$ cat src/rtl/fwd_tag_tracker.sv
// Purpose : tracks EX/MM destination tags and produces rs1/rs2 bypass selects plus load-use stall.
// Latency : selects, tags and stall are combinational (zero cycle); stage state advances on clk.
// Backpr. : pipe_hold freezes all state; load_use_stall holds IF/ID and bubbles EX.
//
// Ports:
//   clk, rst_n                       clock, async active-low reset
//   pipe_hold, flush                 global freeze; kill of the ID instruction
//   id_valid/rs1/rs2/rd/wr_en/is_load  decoded ID instruction
//   ex_pro_rs, mm_pro_rs, mm_mem_rs  producer tags (0 when none)
//   rs1_sel, rs2_sel                 00 regfile, 01 EX ALU, 10 MM ALU, 11 MM load
//   load_use_stall, stall_cnt        hazard stall and saturating stall-cycle count
module fwd_tag_tracker #(
    parameter int REG_NUM   = 32,
    parameter int CNT_WIDTH = 16,
    localparam int TW       = $clog2(REG_NUM)
) (
    input  logic                 clk,
    input  logic                 rst_n,
    input  logic                 pipe_hold,
    input  logic                 flush,
    input  logic                 id_valid,
    input  logic [TW-1:0]        id_rs1,
    input  logic [TW-1:0]        id_rs2,
    input  logic [TW-1:0]        id_rd,
    input  logic                 id_wr_en,
    input  logic                 id_is_load,
    output logic [TW-1:0]        ex_pro_rs,
    output logic [TW-1:0]        mm_pro_rs,
    output logic [TW-1:0]        mm_mem_rs,
    output logic [1:0]           rs1_sel,
    output logic [1:0]           rs2_sel,
    output logic                 load_use_stall,
    output logic [CNT_WIDTH-1:0] stall_cnt
);

    localparam logic [1:0] SEL_RF  = 2'b00;
    localparam logic [1:0] SEL_EX  = 2'b01;
    localparam logic [1:0] SEL_MMA = 2'b10;
    localparam logic [1:0] SEL_MML = 2'b11;

    logic          ex_v, ex_ld, mm_v, mm_ld;
    logic [TW-1:0] ex_rd, mm_rd;

    logic          rs1_haz, rs2_haz;
    logic          ex_load_en;

    // Tags are exposed only when the entry is valid, so an invalid entry's
    // stale rd can never be mistaken for a producer downstream.
    assign ex_pro_rs = (ex_v && !ex_ld) ? ex_rd : '0;
    assign mm_pro_rs = (mm_v && !mm_ld) ? mm_rd : '0;
    assign mm_mem_rs = (mm_v &&  mm_ld) ? mm_rd : '0;

    // EX is checked first: it holds the younger write to the same register.
    // A load in EX has no data yet, so the operand falls back to the regfile
    // select while the stall keeps the consumer in ID.
    function automatic logic [1:0] calc_sel(input logic [TW-1:0] rs);
        logic [1:0] sel;
        sel = SEL_RF;
        if (rs == '0 || !id_valid)
            sel = SEL_RF;
        else if (ex_v && ex_rd == rs)
            sel = ex_ld ? SEL_RF : SEL_EX;
        else if (mm_v && mm_rd == rs)
            sel = mm_ld ? SEL_MML : SEL_MMA;
        return sel;
    endfunction

    assign rs1_sel = calc_sel(id_rs1);
    assign rs2_sel = calc_sel(id_rs2);

    assign rs1_haz = ex_v && ex_ld && (id_rs1 != '0) && (ex_rd == id_rs1);
    assign rs2_haz = ex_v && ex_ld && (id_rs2 != '0) && (ex_rd == id_rs2);

    // Not gated by pipe_hold: the stall must stay visible while frozen so
    // IF/ID keep holding once the freeze lifts.
    assign load_use_stall = id_valid && !flush && (rs1_haz || rs2_haz);

    // x0 writers and non-writers never occupy a tracker entry.
    assign ex_load_en = id_valid && id_wr_en && (id_rd != '0) && !flush && !load_use_stall;

    always_ff @(posedge clk or negedge rst_n) begin
        if (!rst_n) begin
            ex_v      <= 1'b0;
            ex_rd     <= '0;
            ex_ld     <= 1'b0;
            mm_v      <= 1'b0;
            mm_rd     <= '0;
            mm_ld     <= 1'b0;
            stall_cnt <= '0;
        end else if (!pipe_hold) begin
            // The EX entry is older than the flushed ID instruction, so it
            // always advances into MM regardless of flush.
            mm_v  <= ex_v;
            mm_rd <= ex_rd;
            mm_ld <= ex_ld;
            ex_v  <= ex_load_en;
            ex_rd <= ex_load_en ? id_rd : '0;
            ex_ld <= ex_load_en ? id_is_load : 1'b0;
            if (load_use_stall && stall_cnt != {CNT_WIDTH{1'b1}})
                stall_cnt <= stall_cnt + 1'b1;
        end
    end

endmodule

$ cat config.mk
export PLATFORM = sky130hd
export DESIGN_NAME = fwd_tag_tracker
export DESIGN_NICKNAME = d
export VERILOG_FILES = /design/src/rtl/fwd_tag_tracker.sv
export SDC_FILE = /design/constraint.sdc
export NUM_CORES = 1
export LEC_CHECK = 0
export CAP_MARGIN = 15
export CORE_MARGIN = 5
export CORE_UTILIZATION = 46
export CTS_CLUSTER_SIZE = 12
export DETAILED_ROUTE_END_ITERATION = 6
export PLACE_DENSITY = 0.8
export SLEW_MARGIN = 30
export SYNTH_ARGS = -nofsm -noshare
export SYNTH_HDL_FRONTEND = slang
export SYNTH_SLANG_ARGS = --single-unit
$ cat constraint.sdc
create_clock -name clk -period 2.4 [get_ports clk]
set_input_delay 0.36 -clock clk [delete_from_list [all_inputs] [get_ports clk]]
set_output_delay 0.36 -clock clk [all_outputs]
set_load 0.03 [all_outputs]
== Word level (Yosys, flattened, before mapping) ==
Index checks and enable logic that the tools add are counted.

* Reductions and logical operators: 33
* Equal/unequal tests: 5
* Mux-type cells: 13
* Bitwise gates (word level): 1
* Add/subtract/negate cells: 1

{| class="wikitable"
|+ Operators with widths
! kind !! count
|-
| $eq A5 B5 Y1 || 4
|-
| $mux W5 || 4
|-
| $logic_and A1 B1 Y1 || 19
|-
| $add A16 B1 Y16 const B || 1
|-
| $ne A16 B16 Y1 const B || 1
|-
| $reduce_bool A5 Y1 || 3
|-
| $mux W2 || 6
|-
| $logic_not A5 Y1 || 2
|-
| $logic_not A1 Y1 || 5
|-
| $logic_or A1 B1 Y1 || 3
|-
| $mux W1 || 3
|-
| $reduce_and A2 Y1 || 1
|-
| $not A1 Y1 || 1
|}

* Input bits: 22
* Logic and storage cells: 60
* Register bits after elaboration: 30
* Output and inout port bits: 36

== Longest topological paths before layout ==
* Depth in word-level cells: 8
* Gate-level depth with buffers: 8
* Depth with buffers taken out: 7

== Worst setup path after synthesis ==
No wires, ideal clock.

* Kind: register -> output
* Start point: register ex_rd[4]
* End point: output port rs1_sel[0]
* Data arrival time: 2.905 ns
* Required time: 2.040 ns
* Path slack: -0.865 ns
* Stages on the path, launching flop included: 6
* Buffers on the path: 0
* Path through: dfrtp_1 xnor2_1 nand3_1 nor3_1 a2111oi_0 a22o_1

* Cells in the longest elaborated chain, start to end: 4

{| class="wikitable"
|+ Ends and longest elaborated chain
! item !! RTL line !! text
|-
| start, declared || 42 || <nowiki>logic [TW-1:0] ex_rd, mm_rd;</nowiki>
|-
| start signal, assigned || 97 || <nowiki>ex_rd <= ex_load_en ? id_rd : '0;</nowiki>
|-
| $eq A5 B5 Y1 || 61 || <nowiki>else if (ex_v && ex_rd == rs)</nowiki>
|-
| $logic_and A1 B1 Y1 || 61 ||
|-
| $mux W2 || 61 ||
|-
| $mux W2 || 59 || <nowiki>if (rs == '0 || !id_valid)</nowiki>
|-
| end, declared || 30 || <nowiki>output logic [1:0] rs1_sel,</nowiki>
|}

No other way between the ends.

== Final worst setup path ==
* Start point: input port id_rs1[2]
* End point: output port load_use_stall

* Cells in the longest elaborated chain, start to end: 5
* Elaborated cells on any way between the ends: 6
* Classes of those cells: eq/ne (1); reduce/logical (5)

{| class="wikitable"
|+ Ends and longest elaborated chain
! item !! RTL line !! text
|-
| start, declared || 22 || <nowiki>input logic [TW-1:0] id_rs1,</nowiki>
|-
| $reduce_bool A5 Y1 || 71 || <nowiki>assign rs1_haz = ex_v && ex_ld && (id_rs1 != '0) && (ex_rd == id_rs1);</nowiki>
|-
| $logic_and A1 B1 Y1 || 71 ||
|-
| $logic_and A1 B1 Y1 (*) || 71 ||
|-
| $logic_or A1 B1 Y1 (*) || 76 || <nowiki>assign load_use_stall = id_valid && !flush && (rs1_haz || rs2_haz);</nowiki>
|-
| $logic_and A1 B1 Y1 (*) || 76 ||
|-
| end, declared || 32 || <nowiki>output logic load_use_stall,</nowiki>
|}

Every way passes the cells marked *; elsewhere a longest branch is shown, timed or not.

==> flow_metrics.tcl <==
set metrics [dict create \
    run_status "finished, final reports clean" \
    yosys_warnings 0 \
    drt_pass1_iterations 4 \
    cp-end-kind "primary output" \
    drc_errors 0 \
    cp_slowest_cell "or4_4" \
    utilization 0.768 \
    rr_worst_depth 10 \
    grt_antenna_before_repair 0 \
    yosysMostFrequentCell "dfrtp_1" \
    die_h_um 72.0 \
    grt-ovfl-total 0 \
    maxCapViolCount 0 \
    seq_area_um2 752 \
    ys_seq_elements 30 \
    drt_iter0_drc 84 \
    holdCritPathClass "input port to async pin" \
    netlist_area_mm2 0.00177 \
    grt_pass1_wl_mm 7.97 \
    multi_input_area_mm2 0.00107 \
    nNetsFinal 288 \
    start_kind "input port" \
    synth_nets 194 \
    portBuffers 57 \
    clk_latency_ns 0.29 \
    synthTopCellsByCount "dfrtp_1, xnor2_1, nand3_1" \
    fp-row-count 22 \
    synthCells 171 \
    worstPathCellList "dlygate4sd2_1, or4_4, nor2_4, inv_1, a22o_4, and2_1, buf_6" \
    initial_utilization 0.479 \
    regToRegStartpoint "ex_rd[1]" \
    h-tree-depth 2 \
    grt_pass1_vias 1674 \
    clk_pin_slew_worst_paths_ns 0.06 \
    core_mm2 0.00369 \
    die-area_mm2 0.00518 \
    cp-startpoint "id_rs1[2]" \
    drive_above_1_share 0.263 \
    drv_slew 0 \
    period_share 0.960 \
    synth-edff-count 0 \
    async_reset_ff_frac 1.00 \
    cts-root-buf "clkbuf_8" \
    synthDominantCellAreaShare 0.425 \
    powerDensity_mw_per_mm2 400 \
    clock_skew_ns 0.00524 \
    hold_viol_final 0 \
    place.gp.congestion 0.931 \
    wl_per_cell_um 15.8 \
    leakage_nw 1.27 \
    n_antenna_cell 0 \
    hpwlAfterDp_mm 3.81 \
    timing.rr.end "stall_cnt[1]" \
    yosysUniqueCellTypes 31 \
    slew_headroom 0.746 \
    setup_viol 0 \
    critical_path_class "input port to primary output" \
    via_per_inst 5.23 \
    tightest_slew_ns 0.377 \
    r2r_setup_slack_ns 0.32 \
    critPathRequiredTime_ns 2.04 \
    clk_path_buf_depth 2 \
    pin_count 58 \
    slowest_delay_ns 0.54 \
    ant_nets 0 \
    yosysSeqAreaShare 0.425 \
    ir_worst_vdd_mv 0.522 \
    worstPathMaxFanout 3 \
    die_w_um 72.0 \
    fmax_mhz 434 \
    rsz0062_at_grt "no" \
    cts_tree "done" \
    grt_usage 0.199 \
    finalPower_mw 1.13 \
    area_delta_synth_final_pct 60.4 \
    wl_mm 4.95 \
    syn_area_per_cell_um2 10.3 \
    yosysTopAreaCell "dfrtp_1" \
    ys_top_cells_by_area "dfrtp_1, xnor2_1, mux2_2" \
    finalCriticalPeriod_ns 2.30 \
    vias 1642 \
    cts_buffers 5 \
    clock_sinks 30 \
    grt_max_degree 31 \
    cp.arrival_ns 1.94 \
    synthFlopType "dfrtp_1" \
    fillers 273 \
]
-- what timing repair did --
| item | 4_1_cts | 5_1_grt |
|---|---|---|
| pin swaps | 7 | 4 |
| setup buffers | 2 | 0 |
| hold buffers | 0 | 0 |
| resized for setup | 18 | 11 |
| endpoints found under the setup margin | 4 | 4 |
-- metrics by stage --
stage / worst slack (ns) / std cells / cell area, um2 / hold slack, ns / setup TNS (ns)
final: 0.0970 / 314 / 2830 / 0.471 / 0
after global routing: 0.0420 / 314 / 2830 / 0.511 / 0
after CTS: -0.0172 / 314 / 2790 / 0.482 / -0.0172
after detailed placement: -0.423 / 304 / 2630 / 0.491 / -3.30
after global placement: -0.407 / 304 / 2630 / 0.478 / -2.19
after floorplan: 0.0705 / 171 / 1780 / 0.0644 / 0
-- worst max-delay path by stage --
stage,to,cells after the start
after global placement,rs1_sel[0],6
after CTS,rs1_sel[0],6
after global routing,load_use_stall,7
final,load_use_stall,7
after detailed placement,rs1_sel[0],6
after floorplan,rs1_sel[0],5
-- layout by cell type (no fill, tap or decap), drive strengths merged, types with 4 or more instances in the layout --
cell type,Yosys,routed
a22o,9,9
and2,13,13
and3,8,8
buf,2,38
clkbuf,2,6
clkdlybuf4s50,0,42
dfrtp,30,30
dlygate4sd2,0,5
dlymetal6s2s,0,5
mux2,9,9
nand2,7,7
nand3,15,15
nand4,8,8
nor2,8,8
nor2b,4,4
nor3,5,5
xnor2,29,29
xor2,5,5
-- final cells by class --
type	count	area share
clock buffers	6	0.0292
inverters	3	0.00398
repair buffers	91	0.298
multi-input cells	134	0.378
flip-flops and latches	30	0.266
well taps	48	0.0212
clock inverters	2	0.00442
-- sequential cells by signal (all words and copies together), names as in the netlist --
signal	count
ex_ld	1
mm_v	1
ex_rd	5
mm_rd	5
stall_cnt	16
mm_ld	1
ex_v	1
-- worst max-delay path, delay by kind of cell --
kind | cells | cell delay, ns
AND/OR/NAND/NOR | 3 | 0.86
AO/OA/AOI/OAI | 1 | 0.22
buffers and inverters | 3 | 0.49
-- power breakdown --
group | switching, mW | leakage, nW | internal, mW
Combinational | 0.0825 | 0.807 | 0.0961
Sequential | 0.0129 | 0.414 | 0.516
Clock | 0.195 | 0.0472 | 0.230
-- logic make-up after synthesis --
logic type / after synthesis / share of synthesized area
AOI/OAI and AO/OA: 14 / 0.0709
buffers and inverters: 7 / 0.0198
adders and majority gates: 1 / 0.00709
DFF: 30 / 0.425
muxes: 9 / 0.0595
and+or+nand+nor: 76 / 0.249
xor gates and xnor gates: 34 / 0.169
-- routing by layer --
layer  routed length [um]  part of all wire  track usage
met3                  164             0.033       0.0388
met2                 2450              0.49        0.319
met1                 2230              0.45        0.263
met4                  114             0.023       0.0835
met5                    0                 0            0
No activity file was read; power rests on OpenSTA's default activity.
